## config.mk

```make
export PLATFORM = sky130hd
export DESIGN_NAME = uart_rx_fifo
export DESIGN_NICKNAME = d
export VERILOG_FILES = /design/src/rtl/uart_rx_fifo.sv
export SDC_FILE = /design/constraint.sdc
export NUM_CORES = 1
export LEC_CHECK = 0
export CAP_MARGIN = 25
export CORE_UTILIZATION = 64
export CTS_CLUSTER_DIAMETER = 30
export CTS_CLUSTER_SIZE = 10
export DETAILED_ROUTE_END_ITERATION = 10
export GPL_TIMING_DRIVEN = 0
export PLACE_DENSITY = 0.84
export SLEW_MARGIN = 30
export SYNTH_ARGS = -nofsm -noshare
export SYNTH_HDL_FRONTEND = slang
export SYNTH_SLANG_ARGS = --single-unit
```

## constraint.sdc

```tcl
create_clock -name clk_i -period 5.69 [get_ports clk_i]
set_input_delay 0.8535 -clock clk_i [delete_from_list [all_inputs] [get_ports clk_i]]
set_output_delay 0.8535 -clock clk_i [all_outputs]
set_load 0.1 [all_outputs]
```

## src/rtl/uart_rx_fifo.sv

```systemverilog
// Receive-side FWFT FIFO between the UART receiver and its consumer.
// Occupancy comes from a registered count; the flags are decodes of that count.
module uart_rx_fifo #(
    parameter int unsigned DataWidth       = 8,
    parameter int unsigned Depth           = 16,
    parameter int unsigned AlmostFullLevel = 12,
    localparam int unsigned PtrW           = $clog2(Depth),
    localparam int unsigned CntW           = PtrW + 1
) (
    input  logic                 clk_i,
    input  logic                 rst_ni,
    input  logic                 wr_en_i,
    input  logic [DataWidth-1:0] wr_data_i,
    input  logic                 rd_en_i,
    output logic [DataWidth-1:0] rd_data_o,
    output logic                 empty_o,
    output logic                 full_o,
    output logic                 almost_full_o,
    output logic [CntW-1:0]      count_o,
    output logic                 overrun_o,
    input  logic                 flush_i,
    input  logic                 clr_overrun_i
);

    logic [DataWidth-1:0] mem_q [Depth];
    logic [PtrW-1:0]      wr_ptr_q, wr_ptr_d;
    logic [PtrW-1:0]      rd_ptr_q, rd_ptr_d;
    logic [CntW-1:0]      count_q, count_d;
    logic                 overrun_q, overrun_d;
    logic                 push, pop, drop;

    always_comb begin
        pop       = rd_en_i && (count_q != '0);
        // A pop in the same cycle frees the slot, so a full FIFO still accepts the push.
        push      = wr_en_i && ((count_q != CntW'(Depth)) || pop);
        drop      = wr_en_i && !push;
        wr_ptr_d  = wr_ptr_q;
        rd_ptr_d  = rd_ptr_q;
        count_d   = count_q;
        overrun_d = overrun_q;

        if (drop) begin
            overrun_d = 1'b1;
        end else if (clr_overrun_i) begin
            overrun_d = 1'b0;
        end

        if (flush_i) begin
            wr_ptr_d = '0;
            rd_ptr_d = '0;
            count_d  = '0;
        end else begin
            if (push) wr_ptr_d = wr_ptr_q + 1'b1;
            if (pop)  rd_ptr_d = rd_ptr_q + 1'b1;
            case ({push, pop})
                2'b10:   count_d = count_q + 1'b1;
                2'b01:   count_d = count_q - 1'b1;
                default: count_d = count_q;
            endcase
        end
    end

    always_ff @(posedge clk_i or negedge rst_ni) begin
        if (!rst_ni) begin
            wr_ptr_q  <= '0;
            rd_ptr_q  <= '0;
            count_q   <= '0;
            overrun_q <= 1'b0;
        end else begin
            wr_ptr_q  <= wr_ptr_d;
            rd_ptr_q  <= rd_ptr_d;
            count_q   <= count_d;
            overrun_q <= overrun_d;
        end
    end

    // Storage is deliberately left unreset; rd_data_o is meaningless while empty.
    always_ff @(posedge clk_i) begin
        if (push && !flush_i) begin
            mem_q[wr_ptr_q] <= wr_data_i;
        end
    end

    assign rd_data_o     = mem_q[rd_ptr_q];
    assign count_o       = count_q;
    assign empty_o       = (count_q == '0);
    assign full_o        = (count_q == CntW'(Depth));
    assign almost_full_o = (count_q >= CntW'(AlmostFullLevel));
    assign overrun_o     = overrun_q;

endmodule
```

Word level (Yosys, flattened, before mapping)

Memories as Yosys holds them, arrays and structs flattened.
Index checks and enable logic that the tools add are counted.

Register bits after elaboration: 14
Bits in writable memories: 128
Output and inout port bits: 17
Logic and storage cells: 37
Memories: 1

Add/sub/neg operators: 4
Order comparisons: 1
Eq/ne operators: 4
Multiplexer cells: 10
Reduce and logical (&&, ||, !) cells: 13

Memory list:

| memory | words | width | rd ports | clocked after Yosys merged registers in | write ports | line | source |
|---|---|---|---|---|---|---|---|
| mem_q  | 16    | 8     | 1        | 0                                       | 1           | 25   | `logic [DataWidth-1:0] mem_q [Depth];` |

Operators with widths:

| kind                  | count |
|---|---|
| $mux W4               | 4 |
| $pmux W5 S2           | 1 |
| $add A4 B1 Y4 const B | 2 |
| $reduce_bool A2 Y1    | 3 |
| $add A5 B1 Y5 const B | 1 |
| $eq A5 B5 Y1 const B  | 1 |
| $ge A5 B4 Y1 const B  | 1 |
| $logic_not A5 Y1      | 1 |
| $mux W5               | 1 |
| $ne A5 B5 Y1 const B  | 1 |
| $reduce_bool A5 Y1    | 1 |
| $sub A5 B1 Y5 const B | 1 |
| $logic_and A1 B1 Y1   | 4 |
| $mux W1               | 4 |
| $reduce_bool A3 Y1    | 1 |
| $eq A2 B1 Y1 const B  | 1 |
| $eq A2 B2 Y1 const B  | 1 |
| $logic_not A1 Y1      | 2 |
| $logic_or A1 B1 Y1    | 1 |

Logic depth before layout (Yosys ltp)

Gate-level depths: netlist (run 1).

Depth in word-level cells: 7
Depth in mapped cells: 9
Mapped depth without buffers: 8

Worst setup path before layout (run 1)

OpenSTA, ideal clock, no wires.

Kind: reg-to-output
Start point: register count_q[1], in the netlist count_o[1]
End point: output port empty_o
Arrival: 2839 ps
Required time: 4837 ps
Setup slack: 1998 ps
Cell stages (with the launch flop): 4
Cell sequence: dfrtp_1 -> or4_4 -> buf_6 -> nor2_1

Longest elaborated chain between the ends: 1

Ends and longest elaborated chain:

| element                  | line | source |
|---|---|---|
| start: declaration       | 28   | `logic [CntW-1:0] count_q, count_d;` |
| start signal: assignment | 72   | `count_q <= count_d;` |
| $logic_not A5 Y1         | 86   | `assign empty_o = (count_q == '0);` |
| end: declaration         | 16   | `output logic empty_o,` |

No other way between the ends.

Worst setup path after layout (run 1)

Start point: register rd_ptr_q[1]
End point: output port rd_data_o[0]

Longest elaborated chain between the ends: 1

Ends and longest elaborated chain:

| element                  | line | source |
|---|---|---|
| start: declaration       | 27   | `logic [PtrW-1:0] rd_ptr_q, rd_ptr_d;` |
| start signal: assignment | 71   | `rd_ptr_q <= rd_ptr_d;` |
| $mem_v2 Z16 W8           | --   |  |
| end: declaration         | 15   | `output logic [DataWidth-1:0] rd_data_o,` |

No other way between the ends.

==> results of run 1 <==
[area by class of cell]
cell class                      count  area [sq um]  area share, %
Timing Repair Buffer               28           280           4.06
Buffer                             15          78.8           1.14
Sequential cell                   142          4190           60.8
Inverter                           10          37.5          0.544
Clock buffer                       22           517           7.49
Tap cell                          108           135           1.96
Clock inverter                     10          90.1           1.31
Multi-Input combinational cell    133          1570           22.7
[cell families after synthesis]
logic type | after synthesis | synth area share (%)
AOI/OAI and AO/OA | 22 | 3.35
DFF | 142 | 71.4
xor gates and xnor gates | 5 | 0.746
buffers and inverters | 25 | 1.98
and+or+nand+nor | 53 | 4.31
adders and majority gates | 9 | 2.05
muxes | 44 | 16.1
[flip-flops by register name (all words and copies together), names as in the netlist]
signal	cells
count_o	5
overrun_o	1
wr_ptr_q	4
mem_q	128
rd_ptr_q	4
[power groups by stage]
stage | clock, mW | combinational [mW] | sequential, mW
floorplan | 0 | 0.635 | 1.32
global placement | 0 | 0.933 | 1.22
detailed placement | 0 | 0.948 | 1.22
CTS | 1.10 | 0.963 | 1.20
global route | 1.13 | 1.01 | 1.21
finish | 1.09 | 0.961 | 1.20
[routing by layer]
| metal | vias up | track usage, % |
|---|---|---|
| met4 | 0 | 11.4 |
| met3 | 16 | 6.44 |
| met2 | 144 | 43.4 |
| met5 | - | 0 |
| li1 | 1308 | - |
| met1 | 1630 | 38.0 |
[placed cells by master, fill, tap and decap left out, types with 2 or more instances in the layout]
cell type | netlist | routed
nand4b_1 | 2 | 2
clkdlybuf4s50_1 | 0 | 28
clkbuf_8 | 0 | 3
buf_2 | 3 | 3
nand2_1 | 8 | 8
xnor2_1 | 2 | 2
mux4_2 | 40 | 40
o21ai_0 | 2 | 2
nand3_1 | 3 | 3
mux2i_1 | 2 | 2
ha_1 | 8 | 8
a21oi_1 | 2 | 2
nor2_2 | 0 | 4
inv_1 | 10 | 10
o2111ai_1 | 2 | 2
dfrtp_1 | 14 | 14
clkinv_4 | 0 | 7
o211ai_1 | 2 | 2
o41ai_1 | 3 | 3
nor2_1 | 27 | 23
or2_2 | 2 | 2
clkbuf_1 | 7 | 7
edfxtp_1 | 128 | 128
buf_4 | 3 | 3
nor2b_1 | 5 | 5
xor2_1 | 3 | 3
clkbuf_16 | 0 | 19
a211oi_1 | 2 | 2
inv_6 | 0 | 2
[worst max path at each step]
| stage | cells after the start | start | slack (ns) | to |
|---|---|---|---|---|
| 3_3_place_gp | 5 | rd_ptr_q[1] | 1.83 | rd_data_o[2] |
| 2_1_floorplan | 3 | count_o[1] | 2.00 | empty_o |
| 4_1_cts | 5 | rd_ptr_q[1] | 1.22 | rd_data_o[0] |
| 5_1_grt | 5 | rd_ptr_q[1] | 1.14 | rd_data_o[0] |
| 3_5_place_dp | 5 | rd_ptr_q[1] | 1.81 | rd_data_o[2] |
| 6_report | 5 | rd_ptr_q[1] | 1.23 | rd_data_o[0] |
[worst reg2reg max path, cell delays in order (launching register included)]
cell and delay, ns:
dfrtp_1 0.46, or4_4 0.54, buf_6 0.16, o211ai_4 0.25
inv_1 0.13, ha_1 0.33, nor2b_1 0.33, o21a_1 0.20
o2111ai_1 0.12, a21oi_1 0.17
==> out/metrics.cfg, run 1 <==
[outcome]
status=finished with violations
violations=DRC

[place]
dp_hpwl_um=7040
place_ws_ns=1.81
port_buffers=28
placedInstanceArea_sq_um=6290
gp_congestion=0.824
placed_cells=436

[timing]
holdWs_ns=0.562
setup_violations=0
finalMaxSlewViolations=0
slew_headroom_pct=34.1
hold_violations=0
final.min_clock_period_ns=4.46
worst_slack_ns=1.23
setup_tns_ns=0
rsz0062_at_grt=false
skew_ns=0.0137
fin_crit_sh_pct=78.4
clock.fmax_mhz=224
worst_pin_slew_ns=0.986

[drt]
vias=3098
top_layer_used=met4
drc=4
wl_met1_um=4680
wire_per_inst_um=25.3
dr.pass1.iters=8
postRouteAntennaNets=0
wl_met2_um=6050
vias_per_cell=6.62
wl_um=11800
drt_iter0_drc=311
met3_length_um=926

[cts]
cts_resized=0
root_buffer=clkbuf_8
clk_latency_ns=0.53
cts_tree=built
cts_buffers=17
htreeDepth=4
ctsHoldBuffers=0
clock_path_buffers=2
cts_setup_buffers=0
clkSlewWorstSetupHoldPaths_ns=0.07
cts_num_sinks=142

[power]
p_total_mw=3.25
leakage_nw=2.29
ir_worst_vdd_uv=473
p_comb_share_pct=29.5
swShare_pct=34.2
p_per_area_nw_per_um2=472
power_frac_clock_pct=33.6
share_seq_of_total_power_pct=36.9
p_sw_mw=1.11
p_int_mw=2.14

[setup_path]
r2r_start=count_o[0]
cp_cell_sequence=buf_2 > clkbuf_1 > mux4_2 > mux4_2 > clkdlybuf4s50_1
cp-start-kind=flip-flop
rr_endpoint=count_o[4]
critPathTopFamily=buffers and inverters
critical_path.most_common_cell=mux4_2
criticalPathCategory=flip-flop to output pin
critical_path.slowest_cell=clkdlybuf4s50_1
regToRegSetupSlack_ns=2.90
slowest_delay_ns=0.98
cp_data_arrival_time_ns=3.61
crit_buf_inv=3
endpoint_kind=output pin
cp.required_ns=4.84
reg2reg_depth=9
critPathMaxFanout=10

[final_layout]
stdcell_count=468
fillers=435
fin_nets=370
postLayoutCellArea_sq_um=6900
diodes=0
post-route-util_pct=78.4
layout-drive-gt1-share_pct=25.6
areaGrowthSynthToFinish_pct=17.6

[hold_path]
min_from=overrun_o
whs_path_depth=2
hold_class=flip-flop to flip-flop
hold_end=overrun_o

[global_routing]
grt-ovfl-total=0
first_global_vias=3169
grt_max_degree=17
grt_usage_pct=27.5
antenna_found_initial=0
grt_pass1_wl_um=18300

[synth]
synthCells=300
synth_top_area_share_pct=65.5
syn_nets=323
async_reset_ff_share_pct=9.86
synth_ff_type=edfxtp_1
syn_avg_cell_area_sq_um=19.6
yosysWarnings=0
ys_top_cells_by_area=edfxtp_1 65%, mux4_2 15%, dfrtp_1 6.0%
yosysTopAreaCell=edfxtp_1
synth_common_cells=128 x edfxtp_1, 40 x mux4_2, 27 x nor2_1, 14 x dfrtp_1, 10 x inv_1
synth_edf_count=128
yosysUniqueCellTypes=43
synth.most_common_cell=edfxtp_1
synth_area_sq_um=5870
ys_seq_area_share_pct=71.4
ys_seq_elements=142

[die]
dieArea_sq_um=9560
die_h_um=97.8
rows=34
io-pin-count=31
die_w_um=97.8
core-area_sq_um=8810
initial_utilization_pct=66.7

[run]
drv_cap=0

Power figures use the tool's default switching activity.
==> run 2, diff against run 1 <==
- CORE_UTILIZATION: 64 -> 59
- PLACE_DENSITY: 0.84 -> 0.79
- clock period: 5.69 -> 4.4 ns (I/O delays scaled with it)
==> run 2 against run 1 <==
Against the previous run:
- the flow now finishes without violations
- first-iteration DRC count up 12%
- global-route usage decreased by 0.54 points
- largest cell class unchanged
- setup slack got worse by 1.1 ns
- utilization shrank 7.1 points
- via count increased by 0.55%
- critical endpoint is now rd_data_o[6]
- design area grew 0.45%
- power increased by 31%
- sequential power up 30%
- sequential cell count unchanged
- clock power rose by 32%
- critical path type unchanged
- hold slack got worse by 0.029 ns
- clock skew decreased by 0.0041 ns
==> out/metrics.cfg, run 2 (same netlist as run 1, synthesis figures left out) <==
[die]
initial_utilization_pct=60.3  ; was 66.7%
die_h_um=102  ; was 97.8 um
die_w_um=102  ; was 97.8 um
io-pin-count=31  ; unchanged
dieArea_sq_um=10400  ; was 9560 sq um
rows=36  ; was 34
core-area_sq_um=9730  ; was 8810 sq um

[cts]
cts_tree=built  ; unchanged
cts_num_sinks=142  ; unchanged
clock_path_buffers=2  ; unchanged
htreeDepth=4  ; unchanged
clk_latency_ns=0.53  ; about the same
cts_buffers=17  ; unchanged
root_buffer=clkbuf_8  ; unchanged
clkSlewWorstSetupHoldPaths_ns=0.06  ; was 0.07 ns

[setup_path]
endpoint_kind=output pin  ; unchanged
critPathMaxFanout=10  ; unchanged
cp_data_arrival_time_ns=3.62  ; was 3.61 ns
criticalPathCategory=flip-flop to output pin  ; unchanged
cp.required_ns=3.74  ; was 4.84 ns
cp-start-kind=flip-flop  ; unchanged

[place]
gp_congestion=0.757  ; was 0.824
dp_hpwl_um=7410  ; was 7040 um
port_buffers=28  ; unchanged

[power]
leakage_nw=2.29  ; about the same
p_per_area_nw_per_um2=613  ; was 472 nW/um^2
ir_worst_vdd_uv=357  ; was 473 uV

[final_layout]
fin_nets=371  ; was 370
post-route-util_pct=71.3  ; was 78.4%
fillers=600  ; was 435
largest_reg_flops=128  ; unchanged
layout-drive-gt1-share_pct=24.4  ; was 25.6%
final_cell_mix=128 x edfxtp_1, 40 x mux4_2, 27 x clkdlybuf4s50_1  ; was 128 x edfxtp_1, 40 x mux4_2, 28 x clkdlybuf4s50_1
areaGrowthSynthToFinish_pct=18.1  ; was 17.6%
diodes=0  ; unchanged
final_common_cell=edfxtp_1  ; unchanged
largest-register=mem_q  ; unchanged

[drt]
wl_um=12500  ; was 11800 um
drc=0  ; was 4
dr.pass1.iters=5  ; was 8
postRouteAntennaNets=0  ; unchanged
vias_per_cell=6.31  ; was 6.62
drt_iter0_drc=349  ; was 311
wire_per_inst_um=25.3  ; about the same
vias=3115  ; was 3098

[timing]
worst_pin_slew_ns=0.989  ; was 0.986 ns
final.min_clock_period_ns=4.28
setup_violations=0  ; unchanged
hold_violations=0  ; unchanged
finalMaxSlewViolations=0  ; unchanged
clock.fmax_mhz=234
fin_crit_sh_pct=97.2
rsz0062_at_grt=false  ; unchanged
slew_headroom_pct=33.8  ; was 34.1%
skew_ns=0.00953  ; was 0.0137 ns
setup_tns_ns=0  ; unchanged

[hold_path]
hold_class=input pin to flip-flop  ; was flip-flop to flip-flop

[global_routing]
grt_max_degree=17  ; unchanged
first_global_vias=3124  ; was 3169
grt_pass1_wl_um=18600  ; was 18300 um
antenna_found_initial=0  ; unchanged
grt_usage_pct=27.0  ; was 27.5%
grt-ovfl-total=0  ; unchanged

[run]
drv_cap=0  ; unchanged

[outcome]
status=completed  ; was finished with violations

-- run 2: timing repair --
action,in CTS,in global routing
endpoints found under the hold margin,0,0
resized for setup,0,1
endpoints found under the setup margin,0,1
buffers inserted,0,0
hold buffers,0,0
-- run 2: where the power goes --
group	internal (mW)	total (mW)	switching, mW	leakage [nW]
clock network	0.918	1.44	0.524	0.288
logic	0.421	1.25	0.828	0.660
registers	1.51	1.56	0.0449	1.34
-- run 2: worst max-delay path, stage by stage (launching register included) --
cell and delay [ns]:
dfrtp_1 0.34, buf_2 0.23, clkbuf_1 0.63, mux4_2 0.43
mux4_2 0.47, clkdlybuf4s50_1 0.99
-- run 2: path summary, 6_finish.rpt --
kind                                endpoint  slack [ns]        start  cells after the start
max in group asynchronous         count_o[4]        3.38       rst_ni                      1
worst min register to register     overrun_o        0.57    overrun_o                      2
worst max-delay path            rd_data_o[6]        0.12  rd_ptr_q[1]                      5
min in group asynchronous          overrun_o        0.56       rst_ni                      1
worst max register to register    count_o[4]        1.58   count_o[1]                      9
worst min-delay path               overrun_o        0.53      rd_en_i                      2
-- run 2: through the flow --
step | setup WS, ns | hold slack [ns] | std cells | instance area, sq um | total power, mW
2_1_floorplan | 0.901 | 0.364 | 300 | 5870 | 2.53
3_3_place_gp | 0.722 | 0.526 | 461 | 6320 | 2.79
3_5_place_dp | 0.703 | 0.535 | 462 | 6330 | 2.82
4_1_cts | 0.0492 | 0.508 | 494 | 6920 | 4.26
5_1_grt | 0.0196 | 0.532 | 494 | 6930 | 4.38
6_report | 0.122 | 0.532 | 494 | 6930 | 4.25
-- run 2: final cells by class --
cell class	count	area, sq um	area share, %
Timing Repair Buffer	29	294	4.24
Tap cell	133	166	2.40
Clock buffer	21	429	6.19
Buffer	15	78.8	1.14
Sequential cell	142	4190	60.5
Multi-Input combinational cell	133	1570	22.6
Clock inverter	11	164	2.36
Inverter	10	37.5	0.541
-- run 2: layer usage --
layer  vias to the layer above  global-route usage [%]  share of wire [%]
met5                         -                       0                  0
met4                         0                    13.3                3.1
met3                        33                    8.28                7.4
met2                       174                    40.0                 49
met1                      1595                    37.0                 40
li1                       1313                       -                  -
